===== config.mk =====
export PLATFORM = sky130hd
export DESIGN_NAME = cordic_iter_seq
export DESIGN_NICKNAME = d
export VERILOG_FILES = /design/src/rtl/cordic_iter_seq.sv
export SDC_FILE = /design/constraint.sdc
export NUM_CORES = 1
export LEC_CHECK = 0
export BUFFER_PORTS_ARGS = -buffer_cell sky130_fd_sc_hd__buf_2
export CAP_MARGIN = 25
export CORE_UTILIZATION = 39
export DETAILED_ROUTE_END_ITERATION = 8
export PLACE_DENSITY_LB_ADDON = 0.05
export SLEW_MARGIN = 40
export SYNTH_ARGS = -nofsm -noshare
export SYNTH_HDL_FRONTEND = slang
export SYNTH_SLANG_ARGS = --single-unit

===== constraint.sdc =====
create_clock -name clk -period 3.7 [get_ports clk]
set_input_delay 0.555 -clock clk [delete_from_list [all_inputs] [get_ports clk]]
set_output_delay 0.555 -clock clk [all_outputs]
set_load 0.005 [all_outputs]

===== src/rtl/cordic_iter_seq.sv =====
// Iteration sequencer for the CORDIC rotation engine: start/done handshake, stallable steps.
// Define CORDIC_ITER_SEQ_HYPER_EN to enable hyperbolic mode (indices 4 and 13 repeated once).
module cordic_iter_seq #(
    parameter int ITER_W   = 4,
    parameter int MAX_ITER = 13
) (
    input  logic              clk,
    input  logic              rst,
    input  logic              start,
    input  logic              en,
    input  logic [ITER_W-1:0] n_iter,
    input  logic              mode,
    output logic              ready,
    output logic              busy,
    output logic              load,
    output logic              step_valid,
    output logic [ITER_W-1:0] iter,
    output logic              last,
    output logic              done
);

    typedef enum logic [1:0] {
        S_IDLE,
        S_LOAD,
        S_RUN,
        S_DONE
    } state_e;

    state_e            state_q;
    logic [ITER_W-1:0] cnt_q;
    logic [ITER_W-1:0] iter_q;
    logic [ITER_W-1:0] iter_d;
    logic [ITER_W-1:0] n_q;
    logic [ITER_W-1:0] n_clamped;
    logic [ITER_W-1:0] iter_first;
    logic              final_step;

    assign n_clamped  = (n_iter > ITER_W'(MAX_ITER)) ? ITER_W'(MAX_ITER) : n_iter;
    assign final_step = (cnt_q == n_q - ITER_W'(1));

`ifdef CORDIC_ITER_SEQ_HYPER_EN
    logic mode_q;
    logic rep_q;
    logic rep_d;

    // Hyperbolic convergence needs indices 4 and 13 executed twice in a row.
    always_comb begin
        // NOTE: every output of a combinational block gets a default first, so no latch is inferred.
        iter_d = iter_q + ITER_W'(1);
        rep_d  = 1'b0;
        if (mode_q && !rep_q && (iter_q == ITER_W'(4) || iter_q == ITER_W'(13))) begin
            iter_d = iter_q;
            rep_d  = 1'b1;
        end
    end

    assign iter_first = mode ? ITER_W'(1) : '0;
`else
    logic unused_mode;

    assign unused_mode = mode;
    assign iter_d      = iter_q + ITER_W'(1);
    assign iter_first  = '0;
`endif

    always_ff @(posedge clk) begin
        // NOTE: state registers use non-blocking assignments so every update sees pre-edge values.
        if (rst) begin
            state_q <= S_IDLE;
            cnt_q   <= '0;
            iter_q  <= '0;
            n_q     <= '0;
`ifdef CORDIC_ITER_SEQ_HYPER_EN
            mode_q  <= 1'b0;
            rep_q   <= 1'b0;
`endif
        end else begin
            case (state_q)
                S_IDLE: begin
                    if (start) begin
                        n_q     <= n_clamped;
                        cnt_q   <= '0;
                        iter_q  <= iter_first;
`ifdef CORDIC_ITER_SEQ_HYPER_EN
                        mode_q  <= mode;
                        rep_q   <= 1'b0;
`endif
                        state_q <= S_LOAD;
                    end
                end
                S_LOAD: begin
                    state_q <= (n_q != '0) ? S_RUN : S_DONE;
                end
                S_RUN: begin
                    // On the final step cnt and iter hold so iter reports the last executed index.
                    if (en) begin
                        if (final_step) begin
                            state_q <= S_DONE;
                        end else begin
                            cnt_q  <= cnt_q + ITER_W'(1);
                            iter_q <= iter_d;
`ifdef CORDIC_ITER_SEQ_HYPER_EN
                            rep_q  <= rep_d;
`endif
                        end
                    end
                end
                S_DONE: begin
                    state_q <= S_IDLE;
                end
                default: begin
                    state_q <= S_IDLE;
                end
            endcase
        end
    end

    assign ready      = (state_q == S_IDLE);
    assign busy       = (state_q != S_IDLE);
    assign load       = (state_q == S_LOAD);
    assign step_valid = (state_q == S_RUN) && en;
    assign last       = (state_q == S_RUN) && final_step;
    assign done       = (state_q == S_DONE);
    assign iter       = iter_q;

endmodule


## After elaboration in Yosys (flattened, before gate mapping)

Cells that the tools add are included.

- Bits in registers: 14
- Bits of input ports: 9
- Output and inout bits: 10

- Add/subtract/negate cells: 3
- $lt $le $gt $ge: 1
- Equality and inequality tests: 8
- Muxes and demuxes: 13
- Reductions and logical operators: 9

Operators with widths:

| cell | count |
|---|---|
| 4-bit 2-to-1 mux | 6 |
| 4-bit one-hot mux with 2 select lines | 2 |
| 4-bit by 1-bit adder with 4-bit output, second input constant | 2 |
| 2-bit inequality test, second input constant | 4 |
| 2-bit one-hot mux with 4 select lines | 1 |
| 2-bit 2-to-1 mux | 3 |
| 2-bit equality test, second input constant | 2 |
| 4-bit equality test | 1 |
| 4-bit > comparator, second input constant | 1 |
| 4-bit AND reduction | 1 |
| 2-bit nonzero test | 2 |
| 4-bit nonzero test | 1 |
| 4-bit by 1-bit subtractor with 4-bit output, second input constant | 1 |
| 3-bit AND reduction | 1 |
| 2-bit by 1-bit equality test with 1-bit output, second input constant | 1 |
| 1-bit logical AND | 2 |
| 2-bit zero test | 1 |
| 2-bit AND reduction | 1 |
| 1-bit 2-to-1 mux | 1 |

## Logic depth before layout (Yosys ltp)

Gate-level depths: netlist of run 1.

- Depth in word-level cells: 5
- Mapped depth: 8
- Mapped depth without buffers: 7

## Worst setup path before layout of run 1

OpenSTA, ideal clock, no wires.

- Path type: reg-to-reg
- From: register state_q[0]
- To: register cnt_q[3]
- Library setup time: 0.119 ns
- Arrival: 1.768 ns
- Required time: 3.581 ns
- Path slack: 1.813 ns
- Stages on the path, launching flop included: 9
- Buffers on the path: 1
- Period minus slack after synthesis: 1.887 ns
- Cell sequence: dfxtp_1 > inv_1 > ha_1 > buf_2 > or2b_2 > o211ai_1 > a31oi_1 > nand4_1 > mux2i_1

- Word-level cells in the longest chain between the ends: 3
- Elaborated cells between the ends (all ways): 8
- Those cells by class: eq/ne: 4; mux: 1; reduce/logical: 3

Ends and longest elaborated chain:

| item | RTL line | text |
|---|---|---|
| from (decl) | 29 | `state_e state_q;` |
| from (signal assigned) | 92 | `state_q <= (n_q != '0) ? S_RUN : S_DONE;` |
| 2-bit zero test (*) | n/a |  |
| via ready | 13 | `output logic ready,` |
| 2-bit inequality test (no line) or 2-bit nonzero test (tied branches) | n/a |  |
| 4-bit AND reduction (no line) | n/a |  |
| to (signal assigned) | 100 | `cnt_q <= cnt_q + ITER_W'(1);` |
| to (decl) | 30 | `logic [ITER_W-1:0] cnt_q;` |

Mark *: on every way through the listed nets, which the timed path passes. The rest lies on a longest branch.
A chain may end at the register's enable or synchronous reset.

## Worst setup path in the final report of run 1

- From: register n_q[0]
- To: output port last

- Word-level cells in the longest chain between the ends: 3

Ends and longest elaborated chain:

| item | RTL line | text |
|---|---|---|
| from (decl) | 33 | `logic [ITER_W-1:0] n_q;` |
| from (signal assigned) | 81 | `n_q <= n_clamped;` |
| 4-bit by 1-bit subtractor with 4-bit output | 39 | `assign final_step = (cnt_q == n_q - ITER_W'(1));` |
| 4-bit equality test | 39 |  |
| 1-bit logical AND | 122 | `assign last = (state_q == S_RUN) && final_step;` |
| to (decl) | 18 | `output logic last,` |

No other way between the ends.

==> results of run 1 <==
## power by group through the flow
| stage | clock (mW) | combinational [mW] | sequential, mW |
|---|---|---|---|
| final | 0.0859 | 0.275 | 0.194 |
| after global routing | 0.0986 | 0.314 | 0.197 |
| after CTS | 0.0919 | 0.280 | 0.194 |
| after detailed placement | 0 | 0.278 | 0.198 |
| after global placement | 0 | 0.275 | 0.197 |
| after floorplan | 0 | 0.211 | 0.192 |
## final cells by class
type | count | area [um^2] | share of cell area (%)
clock buffer | 3 | 22.5 | 2.33
tap | 27 | 33.8 | 3.49
inverter | 6 | 22.5 | 2.33
multi-input combinational | 73 | 524 | 54.1
timing repair buffer | 17 | 85.1 | 8.79
sequential | 14 | 280 | 28.9
## worst paths after layout
check | end | slack (ns) | cells after the start
setup / recovery | last | 1.33 | 6
hold / removal | iter[3] | 0.47 | 2
setup reg to reg | iter[3] | 1.54 | 7
hold reg to reg | iter[3] | 0.47 | 2
## cells by family (layout without fill, tap and decap cells)
kind of cell,after synthesis,in the layout,share of synthesized area (%)
compound gates,23,23,18.5
buf+inv,8,26,4.74
simple gates,35,35,22.7
mux,3,3,3.56
xor+xnor,5,5,6.96
fa+ha+maj,7,7,10.4
flops,14,14,33.2
## sequential cells by signal, indices dropped and copies added, names as in the netlist
signal	cells
n_q	4
iter	4
cnt_q	4
state_q	2
## per-layer routing
metal | GRT usage (%) | up-vias
li1 | - | 378
met1 | 19.0 | 337
met2 | 27.2 | 10
met3 | 3.14 | 2
met4 | 5.88 | 0
met5 | 0 | -
## stage by stage
step                      total power [mW]  instances
final                                0.555        140
after global placement               0.472        137
after floorplan                      0.404         95
after CTS                            0.566        140
after detailed placement             0.475        137
after global routing                 0.610        140
## cells in the final DEF, fill, tap and decap left out, types with 4 or more instances in the layout
master    netlist  final
buf_2           1     17
dfxtp_1        14     14
nand2_1        13     13
a21oi_1         8      8
ha_1            7      7
inv_1           6      6
nand2b_1        6      6
o21ai_0         4      4
## tightest hold or removal path: cells and delay by family (launching register included)
kind / cells / cell delay (ns)
flops: 1 / 0.32
simple gates: 1 / 0.05
mux: 1 / 0.05
==> flow_summary_export.csv, run 1 <==
group,metric,value,unit
outcome,status,"finished clean",
die,die-width,48.5,um
worst_setup_path,crit_slowest_cell,"dfxtp_1",
worst_setup_path,crit_path_start_kind,"flop",
die,rows,16,
final_layout,area_growth,14.7,%
power_and_ir_drop,clkPwrFrac,15.5,%
routing,wl_per_cell,12.0,um
worst_setup_path,crit_chain,"inv_1 -> ha_1 -> xor3_1 -> nor3_2 -> and3_2 -> buf_2",
yosys,async_reset_ff_share,0,%
clock_network,cts_resized,0,
yosys,synth_most_common_cell,"dfxtp_1",
yosys,syn_nets,111,
placement,numPortBuffers,17,
placement,placed_area,946,um^2
sta,fmax,0.423,GHz
final_layout,final_util,48.4,%
placement,gp_congestion,0.746,
yosys,ys.flop_type,"dfxtp_1",
yosys,ys_types,32,
sta,maxSlewHeadroom,53.7,%
routing,drt_iter0_drc,9,
clock_network,cts_buffers,3,
flow_run,cap_violations,0,
yosys,synth_edf_count,0,
global_route,grt_pass1_wl,2870,um
worst_setup_path,slowest_delay,0.37,ns
routing,dr_wl_met3,48,um
power_and_ir_drop,p_sw,232,uW
clock_network,cts.sinks,14,
worst_setup_path,startpoint,"n_q[0]",
clock_network,clk_latency,0.27,ns
yosys,synth_top_area_share,33.2,%
yosys,ys_ff_latch,14,
final_layout,finish.instance_area,968,um^2
worst_setup_path,worst_setup_path_end_kind,"output port",
clock_network,root_buffer,"clkbuf_4",
routing,wl,1680,um
yosys,yosys_warnings,0,
global_route,grt_pass1_vias,666,
yosys,avgSynthCellArea,8.89,um^2
worst_setup_path,crit_buf_inv,2,
yosys,synth_common_cells,"dfxtp_1, nand2_1, a21oi_1",
global_route,grt_usage,15.7,%
final_layout,fillers,226,
sta,whs,0.473,ns
worst_setup_path,criticalPathCategory,"flop to output port",
power_and_ir_drop,intPower,324,uW
global_route,grt_max_degree,13,
worst_setup_path,crit_path_max_fanout,5,
yosys,ys_top_cells_by_area,"dfxtp_1, ha_1, nand2_1",
sta,worstMarginPinSlew,0.691,ns
yosys,synth_top_area_cell,"dfxtp_1",
routing,dr.max_layer_used,"met4",
die,core,0.00200,mm^2
sta,final_max_slew_viol_count,0,
yosys,synth_area,845,um^2
power_and_ir_drop,p_per_area,573,mW/mm^2
sta,setup_tns,0,ns
power_and_ir_drop,netSwitchingFraction,41.7,%
placement,pre_cts_ws,1.55,ns
worst_hold_path,min_from,"iter[3]",
sta,finalCritPeriodShare,64.0,%
routing,antenna_left,0,
routing,via_per_inst,5.19,
sta,rsz0062_at_grt,"no",
worst_setup_path,worstPathRequired,3.14,ns
routing,dr_wl_met2,813,um
clock_network,htree_num_levels,1,
power_and_ir_drop,seqPwrFrac,34.9,%
clock_network,cts_setup_buffers,0,
worst_hold_path,hold_path.class,"flop to flop",
sta,finalClockSkew,0.00259,ns
clock_network,max-clock-path-buffers,2,
power_and_ir_drop,pwr-share-comb,49.6,%
routing,drc,0,
sta,final-setup-viol-count,0,
clock_network,clkTransAtPathRegs,0.09,ns
sta,period_needed,2.37,ns
yosys,yosysSeqAreaShare,33.2,%
die,die_h,48.5,um
die,io_pins,19,
routing,num_vias,727,
clock_network,ctsHoldBuffers,0,
worst_setup_path,critPathTopFamily,"simple AND/OR/NAND/NOR gates",
sta,hold_viol_final,0,
final_layout,drive_gt1_share,21.2,%
power_and_ir_drop,ir_drop,0.000305,V
routing,drt-met1-wl,798,um
global_route,antenna_found_initial,0,
final_layout,nNetsFinal,131,
die,die-area,0.00236,mm^2
sta,setup_slack,1.33,ns
final_layout,antennaDiodeCount,0,
yosys,syn_inst,95,
worst_setup_path,r2r-start,"state_q[0]",
die,start_util,42.2,%
routing,drt_pass1_iterations,4,
global_route,overflow,0,
power_and_ir_drop,p_leak,0.435,nW
worst_setup_path,crit_arrival,1.81,ns
clock_network,cts_tree,"yes",
placement,place_hpwl,1280,um
No activity file was read; power rests on OpenSTA's default activity.
==> run 2: changes to the inputs <==
--- a/config.mk
+++ b/config.mk
@@ -5,6 +5,7 @@
 export SDC_FILE = /design/constraint.sdc
 export NUM_CORES = 1
 export LEC_CHECK = 0
+export ABC_AREA = 1
 export BUFFER_PORTS_ARGS = -buffer_cell sky130_fd_sc_hd__buf_2
 export CAP_MARGIN = 25
 export CORE_UTILIZATION = 39
==> constraint.sdc (replaced) <==
create_clock -name clk -period 2.3 [get_ports clk]
set_input_delay 0.345 -clock clk [delete_from_list [all_inputs] [get_ports clk]]
set_output_delay 0.345 -clock clk [all_outputs]
set_load 0.005 [all_outputs]
==> run 2 against run 1 <==
Cell area is 13% higher. Clock skew is 0.0012 ns lower. Non-clock buffer count is 1 higher. Highest routed layer unchanged.
==> flow_summary_export.csv, run 2 <==
group,metric,value,unit
outcome,status,"finished clean",
worst_setup_path,rr_worst_depth,8,
power_and_ir_drop,clkPwrFrac,16.1,%
global_route,use_met2,30.3,%
power_and_ir_drop,p_per_area,1020,mW/mm^2
worst_setup_path,crit_arrival,1.74,ns
worst_setup_path,path_common_cell,"inv_1",
routing,via_per_inst,4.85,
power_and_ir_drop,p_leak,0.534,nW
worst_setup_path,crit_chain,"inv_1 -> ha_1 -> nand2_1 -> inv_1 -> nor2_1 -> nand2_1 -> nor2_4 -> nand3_4 -> inv_1 -> buf_2",
yosys,synth_top_area_cell,"dfxtp_1",
sta,worstMarginPinSlew,0.475,ns
worst_setup_path,r2r-start,"state_q[0]",
worst_setup_path,crit_buf_inv,4,
clock_network,clk_latency,0.28,ns
global_route,grt_pass1_wl,3430,um
die,die_h,51.3,um
global_route,grt_usage,17.7,%
routing,antenna_left,0,
sta,final_max_slew_viol_count,0,
power_and_ir_drop,seqPwrFrac,29.9,%
worst_hold_path,hold_path.class,"input port to flop",
routing,wl_per_cell,11.1,um
die,die-area,0.00263,mm^2
clock_network,cts.sinks,14,
yosys,ys_top_cells_by_area,"dfxtp_1, nand2_1, ha_1",
global_route,grt_max_degree,12,
final_layout,final_cell_mix,"nand2_1, buf_2, inv_1",
yosys,synth_most_common_cell,"nand2_1",
routing,drt_pass1_iterations,4,
global_route,grt_use_met1,21.2,%
global_route,antenna_found_initial,0,
yosys,ys.flop_type,"dfxtp_1",
sta,finalCritPeriodShare,90.5,%
die,rows,17,
final_layout,finish.instance_area,0.00109,mm^2
global_route,grt_pass1_vias,812,
worst_setup_path,r2r-end,"cnt_q[0]",
final_layout,multiInputGateArea,579,um^2
worst_setup_path,criticalPathCategory,"flop to output port",
global_route,overflow,0,
power_and_ir_drop,pwr-share-comb,54.0,%
power_and_ir_drop,intPower,602,uW
final_layout,nNetsFinal,162,
die,io_pins,19,
die,die-width,51.3,um
power_and_ir_drop,netSwitchingFraction,45.9,%
routing,drt_iter0_drc,26,
yosys,ys_ff_latch,14,
yosys,ys_types,24,
sta,finalClockSkew,0.00135,ns
worst_setup_path,crit_path_max_fanout,4,
final_layout,antennaDiodeCount,0,
routing,num_vias,839,
final_layout,fillers,242,
clock_network,ctsHoldBuffers,0,
clock_network,max-clock-path-buffers,2,
placement,numPortBuffers,17,
worst_hold_path,min_to,"n_q[2]",
die,core,0.00225,mm^2
routing,wl,1930,um
sta,rsz0062_at_grt,"no",
clock_network,clkTransAtPathRegs,0.09,ns
final_layout,area_growth,15.7,%
yosys,async_reset_ff_share,0,%
worst_setup_path,crit_path_start_kind,"flop",
yosys,synth_edf_count,0,
placement,place_inst,168,
yosys,synth_area,946,um^2
worst_setup_path,regToRegSetupSlack,0.51,ns
sta,final-setup-viol-count,0,
yosys,syn_inst,125,
yosys,yosysSeqAreaShare,29.6,%
final_layout,drive_gt1_share,28.3,%
yosys,synth_top_area_share,29.6,%
worst_setup_path,critical_path_depth,10,
sta,setup_tns,0,ns
placement,placed_area,0.00105,mm^2
sta,period_needed,2.08,ns
placement,place_hpwl,1500,um
clock_network,htree_num_levels,1,
final_layout,instances_no_fill,173,
clock_network,cts_buffers,3,
routing,drc,0,
clock_network,root_buffer,"clkbuf_4",
worst_setup_path,slowest_delay,0.37,ns
clock_network,cts_tree,"yes",
power_and_ir_drop,total_power,1.11,mW
global_route,grt_use_met3,5.36,%
worst_hold_path,holdPathStages,3,
global_route,gr-max-usage-layer,"met2",
worst_setup_path,worst_setup_path_end_kind,"output port",
power_and_ir_drop,p_sw,510,uW
yosys,syn_nets,141,
sta,maxSlewHeadroom,68.3,%
final_layout,layout_commonest_cell,"nand2_1",
die,start_util,42.0,%
worst_setup_path,worstPathRequired,1.96,ns
worst_hold_path,min_from,"n_iter[2]",
sta,fmax,0.481,GHz
power_and_ir_drop,ir_drop,0.000634,V
yosys,yosys_warnings,0,
yosys,synth_common_cells,"nand2_1, inv_1, dfxtp_1",
yosys,avgSynthCellArea,7.57,um^2
flow_run,cap_violations,0,
placement,gp_congestion,0.713,
sta,hold_viol_final,0,
worst_setup_path,critPathTopFamily,"simple AND/OR/NAND/NOR gates",
final_layout,regArea,280,um^2
worst_setup_path,crit_slowest_cell,"dfxtp_1",
-- run 2: metal layers --
| metal | part of all wire [%] | wire length [um] | vias up |
|---|---|---|---|
| li1 | - | - | 444 |
| met1 | 46 | 887 | 384 |
| met2 | 50 | 968 | 7 |
| met3 | 2.3 | 45 | 4 |
| met4 | 1.3 | 25 | 0 |
| met5 | 0 | 0 | - |
-- run 2: cell families (layout without fill, tap and decap cells) --
kind of cell	after synthesis	after routing	synth area share, %
buf+inv	21	41	9.13
fa+ha+maj	7	7	9.26
xor+xnor	6	6	5.56
flops	14	14	29.6
simple gates	59	59	31.6
compound gates	18	18	14.8
-- run 2: stage by stage --
step	util, %	setup WS (ns)	hold WS (ns)
after floorplan	-	0.695	0.461
after global placement	46.6	0.489	0.484
after detailed placement	46.6	0.461	0.494
after CTS	48.2	0.143	0.359
after global routing	48.6	0.0324	0.408
final	48.6	0.219	0.362
-- run 2: final cells by class --
| cell class | count | area share (%) |
|---|---|---|
| repair buffers | 18 | 8.46 |
| inverters | 19 | 6.51 |
| well taps | 28 | 3.20 |
| clock buffers | 4 | 3.31 |
| flip-flops and latches | 14 | 25.6 |
| multi-input cells | 90 | 52.9 |
-- run 2: worst register-to-register path, stage by stage (launching register included) --
cell	delay [ns]
dfxtp_1	0.39
inv_1	0.10
ha_1	0.38
inv_2	0.18
o22ai_2	0.11
a21oi_4	0.25
nand2_4	0.13
nor2_1	0.11
nor2_1	0.05
-- run 2: timing repair --
action | in CTS | in global routing
endpoints found under the setup margin | 0 | 1
gates resized for setup | 0 | 0
setup buffers | 0 | 1
hold endpoints to repair | 0 | 0
-- run 2: worst max path at each step --
| stage | slack [ns] | startpoint | to |
|---|---|---|---|
| 2_1_floorplan | 0.70 | n_q[0] | last |
| 3_3_place_gp | 0.49 | n_q[0] | last |
| 3_5_place_dp | 0.46 | n_q[0] | last |
| 4_1_cts | 0.14 | n_q[0] | last |
| 5_1_grt | 0.03 | n_q[0] | last |
| 6_report | 0.22 | n_q[0] | last |
-- run 2: power groups by stage --
stage               Clock, mW  Combinational, mW  Sequential (mW)
finish                  0.179              0.601            0.333
global route            0.195              0.678            0.342
CTS                     0.186              0.607            0.334
detailed placement          0              0.605            0.340
global placement            0              0.594            0.338
floorplan                   0              0.477            0.328
